$ cat src/rtl/sprite_sched_pkg.sv
// Shared types and constants for the sprite scheduler: state encoding, coordinate width
// and the per-slot shadow/live record.
package sprite_sched_pkg;

   localparam int unsigned COORD_W = 10;
   localparam int unsigned CNT_W   = 3;
   localparam int unsigned STATE_W = 2;

   localparam logic [STATE_W-1:0] S_DISPLAY = 2'd0;
   localparam logic [STATE_W-1:0] S_COMMIT  = 2'd1;
   localparam logic [STATE_W-1:0] S_BLANK   = 2'd2;

   typedef struct packed {
      logic [COORD_W-1:0] x;
      logic [COORD_W-1:0] y;
      logic               vis;
   } slot_t;

endpackage

$ cat src/rtl/sprite_priority_mux.sv
// Registered fixed-priority merge of renderer pixels (slot 0 on top).
// With SPRITE_SCHED_COLLISION_EN, also reports per-slot overlap of visible hits (combinational).
module sprite_priority_mux
   import sprite_sched_pkg::*;
#(
   parameter int unsigned NUM_SPRITES = 4,
   parameter int unsigned H_ACTIVE    = 640,
   parameter int unsigned V_ACTIVE    = 480
) (
   input  logic                   clk,
   input  logic                   rst_n,
   input  logic [COORD_W-1:0]     x_vga,
   input  logic [COORD_W-1:0]     y_vga,
   input  logic [NUM_SPRITES-1:0] hit,
   input  logic [NUM_SPRITES-1:0] hit_r,
   input  logic [NUM_SPRITES-1:0] hit_g,
   input  logic [NUM_SPRITES-1:0] hit_b,
   input  logic [NUM_SPRITES-1:0] spr_en,
`ifdef SPRITE_SCHED_COLLISION_EN
   output logic [NUM_SPRITES-1:0] coll_hit,
`endif
   output logic                   pix_r,
   output logic                   pix_g,
   output logic                   pix_b
);

   localparam logic [COORD_W-1:0] H_LIM = COORD_W'(H_ACTIVE);
   localparam logic [COORD_W-1:0] V_LIM = COORD_W'(V_ACTIVE);

   logic [2:0] pix_d, pix_q;
   logic       found;

   always_comb begin
      pix_d = '0;
      found = 1'b0;
      for (int unsigned i = 0; i < NUM_SPRITES; i++) begin
         if (!found && hit[i] && spr_en[i]) begin
            pix_d = {hit_r[i], hit_g[i], hit_b[i]};
            found = 1'b1;
         end
      end
      if (x_vga >= H_LIM || y_vga >= V_LIM) begin
         pix_d = '0;
      end
   end

   always_ff @(posedge clk or negedge rst_n) begin
      if (!rst_n) begin
         pix_q <= '0;
      end else begin
         pix_q <= pix_d;
      end
   end

   assign pix_r = pix_q[2];
   assign pix_g = pix_q[1];
   assign pix_b = pix_q[0];

`ifdef SPRITE_SCHED_COLLISION_EN
   logic [NUM_SPRITES-1:0] active;
   logic [NUM_SPRITES-1:0] others;

   always_comb begin
      active   = hit & spr_en;
      coll_hit = '0;
      others   = '0;
      for (int unsigned i = 0; i < NUM_SPRITES; i++) begin
         others      = active;
         others[i]   = 1'b0;
         coll_hit[i] = active[i] && (|others);
      end
   end
`endif

endmodule

$ cat src/rtl/sprite_scheduler.sv
// Sprite slot scheduler: shadow/live position registers committed in vblank, frame-start
// renderer reset pulse, merged pixel output. Optional macro: SPRITE_SCHED_COLLISION_EN.
module sprite_scheduler
   import sprite_sched_pkg::*;
#(
   parameter int unsigned NUM_SPRITES = 4,
   parameter int unsigned ID_W        = 2,
   parameter int unsigned H_ACTIVE    = 640,
   parameter int unsigned V_ACTIVE    = 480
) (
   input  logic                           CLK,
   input  logic                           reset,
   input  logic [COORD_W-1:0]             X_VGA,
   input  logic [COORD_W-1:0]             Y_VGA,
   input  logic                           UPD_REQ,
   input  logic [ID_W-1:0]                UPD_ID,
   input  logic [COORD_W-1:0]             UPD_X,
   input  logic [COORD_W-1:0]             UPD_Y,
   input  logic                           UPD_VIS,
   output logic                           UPD_ACK,
   output logic [COORD_W*NUM_SPRITES-1:0] SPR_X,
   output logic [COORD_W*NUM_SPRITES-1:0] SPR_Y,
   output logic [NUM_SPRITES-1:0]         SPR_EN,
   output logic                           BUF_RESET,
   input  logic [NUM_SPRITES-1:0]         HIT_R,
   input  logic [NUM_SPRITES-1:0]         HIT_G,
   input  logic [NUM_SPRITES-1:0]         HIT_B,
   input  logic [NUM_SPRITES-1:0]         HIT,
`ifdef SPRITE_SCHED_COLLISION_EN
   output logic [NUM_SPRITES-1:0]         COLLISION,
`endif
   output logic                           PIX_R,
   output logic                           PIX_G,
   output logic                           PIX_B
);

   localparam logic [COORD_W-1:0] H_LIM = COORD_W'(H_ACTIVE);
   localparam logic [COORD_W-1:0] V_LIM = COORD_W'(V_ACTIVE);

   logic [STATE_W-1:0]     state_d, state_q;
   logic [CNT_W-1:0]       cnt_d, cnt_q;
   logic                   ack_d, ack_q;
   logic                   buf_reset_d, buf_reset_q;
   logic [NUM_SPRITES-1:0] dirty_d, dirty_q;
   slot_t                  shadow_d [NUM_SPRITES];
   slot_t                  shadow_q [NUM_SPRITES];
   slot_t                  live_d   [NUM_SPRITES];
   slot_t                  live_q   [NUM_SPRITES];
   logic                   leaving_display;
   logic                   accept;

   // Leaving on >= rather than == so a frame whose Y skips V_ACTIVE still commits.
   assign leaving_display = (state_q == S_DISPLAY) && (Y_VGA >= V_LIM);
   assign accept = UPD_REQ && !ack_q &&
                   ((state_q == S_BLANK) || ((state_q == S_DISPLAY) && !leaving_display));

   always_comb begin
      state_d     = state_q;
      cnt_d       = cnt_q;
      dirty_d     = dirty_q;
      shadow_d    = shadow_q;
      live_d      = live_q;
      ack_d       = 1'b0;
      buf_reset_d = 1'b0;

      case (state_q)
         S_DISPLAY: begin
            if (leaving_display) begin
               state_d = S_COMMIT;
               cnt_d   = '0;
            end
         end
         S_COMMIT: begin
            for (int unsigned i = 0; i < NUM_SPRITES; i++) begin
               if (32'(cnt_q) == i && dirty_q[i]) begin
                  live_d[i].x   = shadow_q[i].x;
                  live_d[i].y   = shadow_q[i].y;
                  live_d[i].vis = shadow_q[i].vis &&
                                  (shadow_q[i].x < H_LIM) && (shadow_q[i].y < V_LIM);
                  dirty_d[i]    = 1'b0;
               end
            end
            if (32'(cnt_q) == NUM_SPRITES - 1) begin
               state_d = S_BLANK;
            end else begin
               cnt_d = cnt_q + 1'b1;
            end
         end
         S_BLANK: begin
            if (X_VGA == '0 && Y_VGA == '0) begin
               state_d     = S_DISPLAY;
               buf_reset_d = 1'b1;
            end
         end
         default: state_d = S_DISPLAY;
      endcase

      // Out-of-range ids match no slot: the request is acknowledged and dropped.
      if (accept) begin
         ack_d = 1'b1;
         for (int unsigned i = 0; i < NUM_SPRITES; i++) begin
            if (32'(UPD_ID) == i) begin
               shadow_d[i] = '{x: UPD_X, y: UPD_Y, vis: UPD_VIS};
               dirty_d[i]  = 1'b1;
            end
         end
      end
   end

   always_ff @(posedge CLK or negedge reset) begin
      if (!reset) begin
         state_q     <= S_DISPLAY;
         cnt_q       <= '0;
         ack_q       <= 1'b0;
         buf_reset_q <= 1'b0;
         dirty_q     <= '0;
         for (int unsigned i = 0; i < NUM_SPRITES; i++) begin
            shadow_q[i] <= '0;
            live_q[i]   <= '0;
         end
      end else begin
         state_q     <= state_d;
         cnt_q       <= cnt_d;
         ack_q       <= ack_d;
         buf_reset_q <= buf_reset_d;
         dirty_q     <= dirty_d;
         shadow_q    <= shadow_d;
         live_q      <= live_d;
      end
   end

   always_comb begin
      SPR_X  = '0;
      SPR_Y  = '0;
      SPR_EN = '0;
      for (int unsigned i = 0; i < NUM_SPRITES; i++) begin
         SPR_X[COORD_W*i +: COORD_W] = live_q[i].x;
         SPR_Y[COORD_W*i +: COORD_W] = live_q[i].y;
         SPR_EN[i]                   = live_q[i].vis;
      end
   end

   assign UPD_ACK   = ack_q;
   assign BUF_RESET = buf_reset_q;

`ifdef SPRITE_SCHED_COLLISION_EN
   logic [NUM_SPRITES-1:0] coll_hit;
   logic [NUM_SPRITES-1:0] acc_d, acc_q;
   logic [NUM_SPRITES-1:0] coll_d, coll_q;

   always_comb begin
      acc_d  = acc_q;
      coll_d = coll_q;
      if (state_q == S_DISPLAY) begin
         acc_d = acc_q | coll_hit;
         if (leaving_display) begin
            coll_d = acc_q | coll_hit;
            acc_d  = '0;
         end
      end
   end

   always_ff @(posedge CLK or negedge reset) begin
      if (!reset) begin
         acc_q  <= '0;
         coll_q <= '0;
      end else begin
         acc_q  <= acc_d;
         coll_q <= coll_d;
      end
   end

   assign COLLISION = coll_q;
`endif

   sprite_priority_mux #(
      .NUM_SPRITES (NUM_SPRITES),
      .H_ACTIVE    (H_ACTIVE),
      .V_ACTIVE    (V_ACTIVE)
   ) u_mux (
      .clk      (CLK),
      .rst_n    (reset),
      .x_vga    (X_VGA),
      .y_vga    (Y_VGA),
      .hit      (HIT),
      .hit_r    (HIT_R),
      .hit_g    (HIT_G),
      .hit_b    (HIT_B),
      .spr_en   (SPR_EN),
`ifdef SPRITE_SCHED_COLLISION_EN
      .coll_hit (coll_hit),
`endif
      .pix_r    (PIX_R),
      .pix_g    (PIX_G),
      .pix_b    (PIX_B)
   );

endmodule

$ cat config.mk
export PLATFORM = sky130hd
export DESIGN_NAME = sprite_scheduler
export DESIGN_NICKNAME = d
export VERILOG_FILES = /design/src/rtl/sprite_sched_pkg.sv /design/src/rtl/sprite_priority_mux.sv /design/src/rtl/sprite_scheduler.sv
export SDC_FILE = /design/constraint.sdc
export NUM_CORES = 1
export LEC_CHECK = 0
export BUFFER_PORTS_ARGS = -buffer_cell sky130_fd_sc_hd__buf_2
export CAP_MARGIN = 0
export CORE_ASPECT_RATIO = 0.9
export CORE_UTILIZATION = 54
export CTS_CLUSTER_SIZE = 16
export DETAILED_ROUTE_END_ITERATION = 7
export PLACE_DENSITY = 0.79
export SYNTH_ARGS = -nofsm -noshare
export SYNTH_HDL_FRONTEND = slang
export SYNTH_SLANG_ARGS = --single-unit
$ cat constraint.sdc
create_clock -name CLK -period 2.3 [get_ports CLK]
set_input_delay 0.46 -clock CLK [delete_from_list [all_inputs] [get_ports CLK]]
set_output_delay 0.46 -clock CLK [all_outputs]
set_load 0.02 [all_outputs]
==> results of run 1 <==
-- metrics by stage --
step / area [um^2] / setup WS, ns / std cells / hold slack (ns)
finish: 8936 / 0.3450 / 800 / 0.01800
global route: 8936 / 0.2780 / 800 / 0.04072
CTS: 8936 / 0.3475 / 800 / 0.02417
detailed placement: 8305 / 0.2976 / 769 / 0.4805
global placement: 8305 / 0.3485 / 769 / 0.4676
floorplan: 7279 / 0.4987 / 460 / 0.1644
-- sequential cells by signal, indices dropped and copies added, names as in the netlist --
signal       flops
dirty_q          4
UPD_ACK          1
BUF_RESET        1
u_mux.pix_q      3
SPR_EN           4
SPR_X           40
cnt_q            3
SPR_Y           40
shadow_q        84
state_q          2
-- layout make-up --
class	count	share of cell area
clock inverters	12	0.01988
flip-flops and latches	182	0.5097
well taps	164	0.02296
inverters	10	0.004201
clock buffers	19	0.05069
repair buffers	164	0.1035
multi-input cells	249	0.2891
-- cell usage in the layout (no fill, tap or decap), types with 3 or more instances in the layout --
cell,synthesis,final
mux2_1,10,10
o32ai_1,3,3
a21oi_1,3,3
nand2_1,10,10
buf_4,0,9
mux2_2,145,145
bufinv_16,0,4
dfrtp_1,182,182
buf_12,0,5
a31oi_1,3,3
nand3_1,3,3
mux2_4,12,12
ha_1,5,5
nor4_1,4,4
and4b_1,3,3
a32o_1,3,3
clkinvlp_4,0,4
o2bb2ai_1,3,3
nor2_1,3,3
o21ai_0,7,7
o2111ai_4,0,3
inv_1,10,10
clkbuf_16,0,17
buf_2,11,149
o211ai_1,4,4
nor3_1,4,4
nand4_1,6,6
-- layer usage --
| metal | track usage | share of wire |
|---|---|---|
| met1 | 0.3057 | 0.43 |
| met2 | 0.3926 | 0.50 |
| met3 | 0.06578 | 0.059 |
| met4 | 0.08353 | 0.014 |
| met5 | 0 | 0 |
-- worst reg2reg max path, delay by kind of cell (launching register included) --
family	cells	cell delay [ns]
adder cells (fa/ha/maj)	2	0.52
buffers and inverters	1	0.27
flip-flops	1	0.45
multiplexers	1	0.37
AND/OR/NAND/NOR	1	0.22
-- power groups by stage --
stage                     Sequential (mW)  Combinational, mW  Clock (mW)
after global placement               5.40               3.89           0
after detailed placement             5.49               4.04           0
after CTS                            5.45               4.08        3.12
after global routing                 5.63               4.32        3.24
after floorplan                      5.92               2.17           0
final                                5.44               4.02        3.05
-- worst min-delay path by stage --
stage                 to  cells past startpoint
5_1_grt        SPR_X[33]                      1
6_report       SPR_X[13]                      1
2_1_floorplan  BUF_RESET                      0
3_3_place_gp   SPR_X[13]                      1
3_5_place_dp   SPR_X[13]                      1
4_1_cts        SPR_X[13]                      1
-- cells by family after synthesis --
group | after synthesis | share of synthesized area
adders and majority gates | 5 | 0.008594
DFF | 182 | 0.6256
AOI/OAI and AO/OA | 38 | 0.04400
and+or+nand+nor | 38 | 0.03180
buffers and inverters | 29 | 0.02406
muxes | 168 | 0.2659
==> flow_summary.toml, run 1 <==
[power]
p_total_mw = 12.50
pwr-share-seq = 0.435
internal_power_mw = 8.472
pwr-share-clk = 0.244
power_density_nw_per_um2 = 1399
p_switching_mw = 4.030
leakage_nw = 4.503
p_sw_frac = 0.3223
max-vdd-ir-drop_mv = 0.7539
power_frac_comb = 0.321

[die]
core.rowCount = 39
pin_count = 151
dieArea_um2 = 13950
die_w_um = 124.4
placeableCoreArea_um2 = 12930
dieHeight_um = 112.1
initial_core_util = 0.5629

[yosys]
ys.flop_type = "dfrtp_1"
netlist_instances = 460
netlist_top_cells_count = "dfrtp_1, mux2_2, mux2_4"
yosys_warnings = 0
synth_edf_count = 0
synth_area_leaders = "dfrtp_1, mux2_2, mux2_4, mux2_1, buf_6"
syn_nets = 527
synth_top_area_share = 0.6256
seq_area_frac_synth = 0.6256
syn-cell-area_um2 = 7279
synth-seq-cells = 182
ys_types = 35
synth_area_leader_cell = "dfrtp_1"
ys_async_sr_fraction = 1.000
synth.most_common_cell = "dfrtp_1"
avgSynthCellArea_um2 = 15.82

[flow_run]
drv_cap = 0

[final_layout]
n_antenna_cell = 0
regArea_um2 = 4554
fillers = 898
areaGrowthSynthToFinish_pct = 22.76
final_util = 0.6911
multi_input_area_um2 = 2584
nets = 691
drive_gt1_frac = 0.5660

[worst_setup_path]
cp-endpoint = "SPR_Y[38]"
cp_num_buf_inv = 1
reg2reg_to = "SPR_Y[38]"
cp_top_family = "adder cells"
crit_required_ns = 2.61
worst-path-stages = 5
cp_max_fo = 13
start_kind = "flop"
ff2ff_setup_slack_ns = 0.34
path_cells = "ha_1 > ha_1 > nand4b_1 > buf_4 > mux2_2"
ff2ff_path_depth = 5
crit_top_cell = "ha_1"
path_class = "reg -> reg"
worst_ep_arrival_time_ns = 2.26
cp-startpoint = "cnt_q[0]"
crit_path_end_kind = "flop"
slowest_delay_ns = 0.45
timing.rr.start = "cnt_q[0]"
crit_slowest_cell = "dfrtp_1"

[global_route]
grt_pass1_wl_um = 25100
grt_max_degree = 59
antenna_found_initial = 0
track_usage = 0.2385
grt_pass1_vias = 4664
grt_overflow = 0

[clocking]
htreeDepth = 4
numCtsBuffers = 17
cts_sinks = 182
post_cts.repair.setup_buffers = 0
insertion_delay_ns = 0.42
clk_pin_slew_worst_paths_ns = 0.06
cts_buffer_depth = 2
cts.repair.resized = 0
cts_root_buf = "clkbuf_16"
cts_hold_buf = 0
cts_tree = "done"

[detailed_routing]
ant_nets = 0
drc = 0
vias_per_cell = 5.589
vias = 4471
drt_iter0_drc = 271
routedWlPerCell_um = 19.28
dr.pass1.iters = 4
wl_um = 15420

[sta]
tightestPinTransition_ns = 0.5848
final.period_utilization = 0.8500
tns_ns = 0
finalSetupViolCount = 0
timing.final.crit_period_ns = 1.955
maxSlewViolCount = 0
rsz0062_at_grt = "false"
max_freq_mhz = 511.5
hold_violations = 0
finClkSkew_ns = 0.006404
relSlewSlack = 0.6101

[placed_design]
port_buffers = 150
place_congestion = 0.8434
dp_hpwl_um = 10520

[worst_hold_path]
hold_class = "in -> async"

[outcome]
status = "complete, no violations"
No activity file was read; power rests on OpenSTA's default activity.
==> run 2, diff against run 1 <==
- CORE_ASPECT_RATIO: 0.9 -> default
- CORE_MARGIN: default -> 2
==> flow_summary.toml, run 2 (synthesis results as in run 1) <==
[worst_setup_path]
path_cells = "ha_1 > ha_1 > nand4b_1 > buf_4 > mux2_2"
crit_top_cell = "ha_1"
ff2ff_setup_slack_ns = 0.43
crit_slowest_cell = "dfrtp_1"
crit_path_end_kind = "flop"
cp_num_buf_inv = 1
timing.rr.start = "cnt_q[0]"
worst_ep_arrival_time_ns = 2.18
path_class = "reg -> reg"
ff2ff_path_depth = 5
reg2reg_to = "SPR_X[31]"
cp-startpoint = "cnt_q[0]"
start_kind = "flop"
cp_max_fo = 12
cp_top_family = "adder cells"
crit_required_ns = 2.61
slowest_delay_ns = 0.45

[sta]
fin_hold_ws_ns = 0.2930
tns_ns = 0
finClkSkew_ns = 0.007987
tightestPinTransition_ns = 0.5470
hold_violations = 0
finalSetupViolCount = 0
maxSlewViolCount = 0
rsz0062_at_grt = "false"
final.period_utilization = 0.8112
max_freq_mhz = 536.0
timing.final.crit_period_ns = 1.866
relSlewSlack = 0.6353

[worst_hold_path]
worstHoldStart = "HIT_G[3]"
whs_endpoint = "u_mux.pix_q[1]"
hold_class = "in -> reg"
whs_path_depth = 3

[die]
core.rowCount = 42
dieHeight_um = 120.1
initial_core_util = 0.5519
placeableCoreArea_um2 = 13190
die_w_um = 120.1
pin_count = 151
dieArea_um2 = 14430

[clocking]
htreeDepth = 4
cts_tree = "done"
cts_sinks = 182
cts_buffer_depth = 2
post_cts.repair.setup_buffers = 0
cts_root_buf = "clkbuf_16"
insertion_delay_ns = 0.43
clk_pin_slew_worst_paths_ns = 0.06
numCtsBuffers = 17

[placed_design]
place_congestion = 0.7894
port_buffers = 150
dp_hpwl_um = 10890

[final_layout]
final_util = 0.6756
regMostFlops = "shadow_q"
final_cell_mix = "dfrtp_1, buf_2, mux2_2"
n_antenna_cell = 0
nets = 695
final_common_cell = "dfrtp_1"
regArea_um2 = 4554
areaGrowthSynthToFinish_pct = 22.41
fillers = 907
drive_gt1_frac = 0.5679
largest_reg_flops = 84
multi_input_area_um2 = 2572

[power]
power_density_nw_per_um2 = 1393
leakage_nw = 4.493
max-vdd-ir-drop_mv = 0.8050
p_total_mw = 12.41

[global_route]
grt_pass1_wl_um = 24320
antenna_found_initial = 0
grt_pass1_vias = 4659
grt_max_degree = 74
track_usage = 0.2250
grt_overflow = 0

[detailed_routing]
drc = 0
dr.pass1.iters = 4
vias_per_cell = 5.468
vias = 4467
ant_nets = 0
routedWlPerCell_um = 19.05
wl_um = 15570
drt_iter0_drc = 208

[outcome]
status = "complete, no violations"

[flow_run]
drv_cap = 0
[run 2: changes by cell type in the layout (fill, tap and decap cells not counted), sizes merged]
cell,before,now
buf,164,167
bufinv,4,2
clkbuf,19,17
clkinvlp,4,3
dlygate4sd3,0,1
inv,10,16
[run 2: how the worst max path moves through the flow]
stage	to	slack [ns]	cells past startpoint
2_1_floorplan	SPR_X[30]	0.50	6
3_3_place_gp	shadow_q[31]	0.36	5
3_5_place_dp	shadow_q[31]	0.32	5
4_1_cts	SPR_X[31]	0.43	5
5_1_grt	SPR_X[9]	0.31	4
6_report	SPR_X[31]	0.43	5
[run 2: power breakdown]
group	total (mW)	switching, mW	leakage (nW)	internal [mW]
clock	2.90	1.27	0.283	1.63
sequential	5.48	0.899	2.30	4.58
combinational	4.03	2.00	1.91	2.03
total	12.4	4.18	4.49	8.24
[run 2: area by class of cell]
type                            count  area share
Multi-Input combinational cell    249      0.2887
Tap cell                          176     0.02471
Timing Repair Buffer              168      0.1046
Clock buffer                       17     0.04774
Inverter                           10    0.004212
Clock inverter                     15     0.01896
Sequential cell                   182      0.5111
[run 2: metal layers]
layer,part of all wire,GRT usage,up-vias
met1,0.42,0.2809,2293
met5,0,0,-
met2,0.50,0.3750,136
met4,0.021,0.08162,0
li1,-,-,2015
met3,0.065,0.06464,23
[run 2: what timing repair did]
item                      4_1_cts  5_1_grt
resized for setup               0        0
hold buffers                    1        0
hold endpoints to repair       27        0
[run 2: worst min-delay path: stages]
cell	delay [ns]
buf_2	0.09
inv_1	0.05
o32ai_1	0.08
[run 2: through the flow]
stage,cell area (um^2),setup WS [ns],cells
after CTS,8911,0.4278,817
after global routing,8911,0.3138,817
after global placement,8307,0.3631,784
after floorplan,7279,0.4987,460
after detailed placement,8307,0.3243,784
final,8911,0.4343,817
==> run 3, diff against run 2 <==
- CORE_UTILIZATION: 54 -> 49
- PLACE_DENSITY: 0.79 -> 0.75
- clock period: 2.3 -> 1.6 ns (I/O delays scaled with it)
==> flow_summary.toml, run 3 (synthesis results as in run 1) <==
[clocking]
clk_pin_slew_worst_paths_ns = 0.07
numCtsBuffers = 17
htreeDepth = 4
cts_tree = "done"
insertion_delay_ns = 0.43
cts_buffer_depth = 2
cts_sinks = 182
cts_root_buf = "clkbuf_16"

[placed_design]
port_buffers = 150
dp_hpwl_um = 11240
post_dp_cell_area_um2 = 8533
place_congestion = 0.8508

[die]
placeableCoreArea_um2 = 14530
die_w_um = 125.9
core.rowCount = 44
initial_core_util = 0.5009
pin_count = 151
dieArea_um2 = 15850
dieHeight_um = 125.9

[worst_setup_path]
worst_ep_arrival_time_ns = 1.98
crit_required_ns = 1.90
ff2ff_path_depth = 7
start_kind = "flop"
path_class = "reg -> reg"
crit_path_end_kind = "flop"
cp-startpoint = "cnt_q[1]"
timing.rr.start = "cnt_q[1]"
cp_max_fo = 6

[outcome]
violations = "setup timing"
status = "finished, violations left"

[final_layout]
regMostFlops = "shadow_q"
areaGrowthSynthToFinish_pct = 31.95
final_common_cell = "dfrtp_1"
drive_gt1_frac = 0.6198
fillers = 1003
nets = 722
largest_reg_flops = 84
design_area_um2 = 9605
n_antenna_cell = 0
final_cell_mix = "dfrtp_1, buf_2, mux2_2"
final_util = 0.6609

[detailed_routing]
drc = 0
wl_um = 18200
vias = 4611
drt_iter0_drc = 206
vias_per_cell = 5.412
ant_nets = 0
dr.pass1.iters = 4
routedWlPerCell_um = 21.36

[global_route]
antenna_found_initial = 0
grt_overflow = 0
grt_max_degree = 58
grt_pass1_wl_um = 27660
grt_pass1_vias = 4924
track_usage = 0.2290

[sta]
worst_slack_ns = -0.07523
rsz0062_at_grt = "true"
max_freq_mhz = 596.9
final.period_utilization = 1.047
fin_hold_ws_ns = 0.1630
maxSlewViolCount = 0
timing.final.crit_period_ns = 1.675
tns_ns = -1.320
relSlewSlack = 0.7347
finClkSkew_ns = 0.01217
tightestPinTransition_ns = 0.3967
hold_violations = 0
finalSetupViolCount = 41

[flow_run]
drv_cap = 0

[power]
max-vdd-ir-drop_mv = 0.9473
leakage_nw = 4.869
power_density_nw_per_um2 = 2002

[worst_hold_path]
hold_class = "in -> reg"
whs_path_depth = 3
worstHoldStart = "HIT_B[3]"
[run 3: changes by cell type in the layout (fill, tap and decap cells not counted), moves of 4 or more]
cell,delta
clkbuf_8,+4
buf_12,+9
ha_1,-5
buf_6,+11
mux2_1,-10
mux2_2,-24
mux2_4,+34
ha_4,+5
[run 3: layout make-up]
class	instances	area, um^2	share of cell area
multi-input cells	249	2816	0.2932
repair buffers	195	1356	0.1412
clock buffers	23	488.0	0.05080
inverters	10	40.04	0.004168
clock inverters	9	116.4	0.01211
flip-flops and latches	182	4558	0.4745
well taps	184	230.2	0.02397
[run 3: critical path: stages, from the launching register on]
cell      delay (ns)
dfrtp_1         0.42
ha_4            0.18
ha_4            0.15
nand4b_1        0.10
buf_6           0.14
buf_12          0.12
buf_16          0.14
mux2_4          0.31
[run 3: stage by stage]
step | total power [mW] | worst slack, ns | instances
2_1_floorplan | 11.77 | -0.09424 | 460
3_3_place_gp | 13.77 | -0.07806 | 803
3_5_place_dp | 14.06 | -0.1119 | 803
4_1_cts | 18.97 | -0.05725 | 849
5_1_grt | 20.16 | -0.1303 | 852
6_report | 19.23 | -0.07523 | 852
[run 3: report_power, final]
group | internal (mW) | total (mW) | switching [mW]
Combinational | 3.72 | 7.05 | 3.33
Clock | 2.48 | 4.23 | 1.75
Sequential | 6.60 | 7.94 | 1.34
Total | 12.8 | 19.2 | 6.42
[run 3: final timing paths]
check / end / slack, ns
max in group asynchronous: SPR_X[12] / 0.71
setup / recovery: SPR_Y[39] / -0.08
hold / removal: u_mux.pix_q[0] / 0.16
setup reg to reg: SPR_Y[39] / -0.08
hold reg to reg: SPR_Y[23] / 0.50
min in group asynchronous: shadow_q[47] / 0.31
[run 3: timing repair]
| action | in CTS | in global routing |
|---|---|---|
| gates cloned | 5 | 1 |
| pin swaps | 4 | 3 |
| endpoints found under the hold margin | 20 | 0 |
| buffers inserted | 8 | 2 |
| hold buffers | 1 | 0 |
| setup endpoints to repair | 109 | 163 |
| gates resized for setup | 44 | 26 |
[run 3: layer usage]
layer / part of all wire / vias up / global-route usage
met2: 0.50 / 143 / 0.3725
li1: - / 2063 / -
met1: 0.42 / 2374 / 0.3006
met5: 0 / - / 0
met3: 0.052 / 31 / 0.05395
met4: 0.028 / 0 / 0.08856
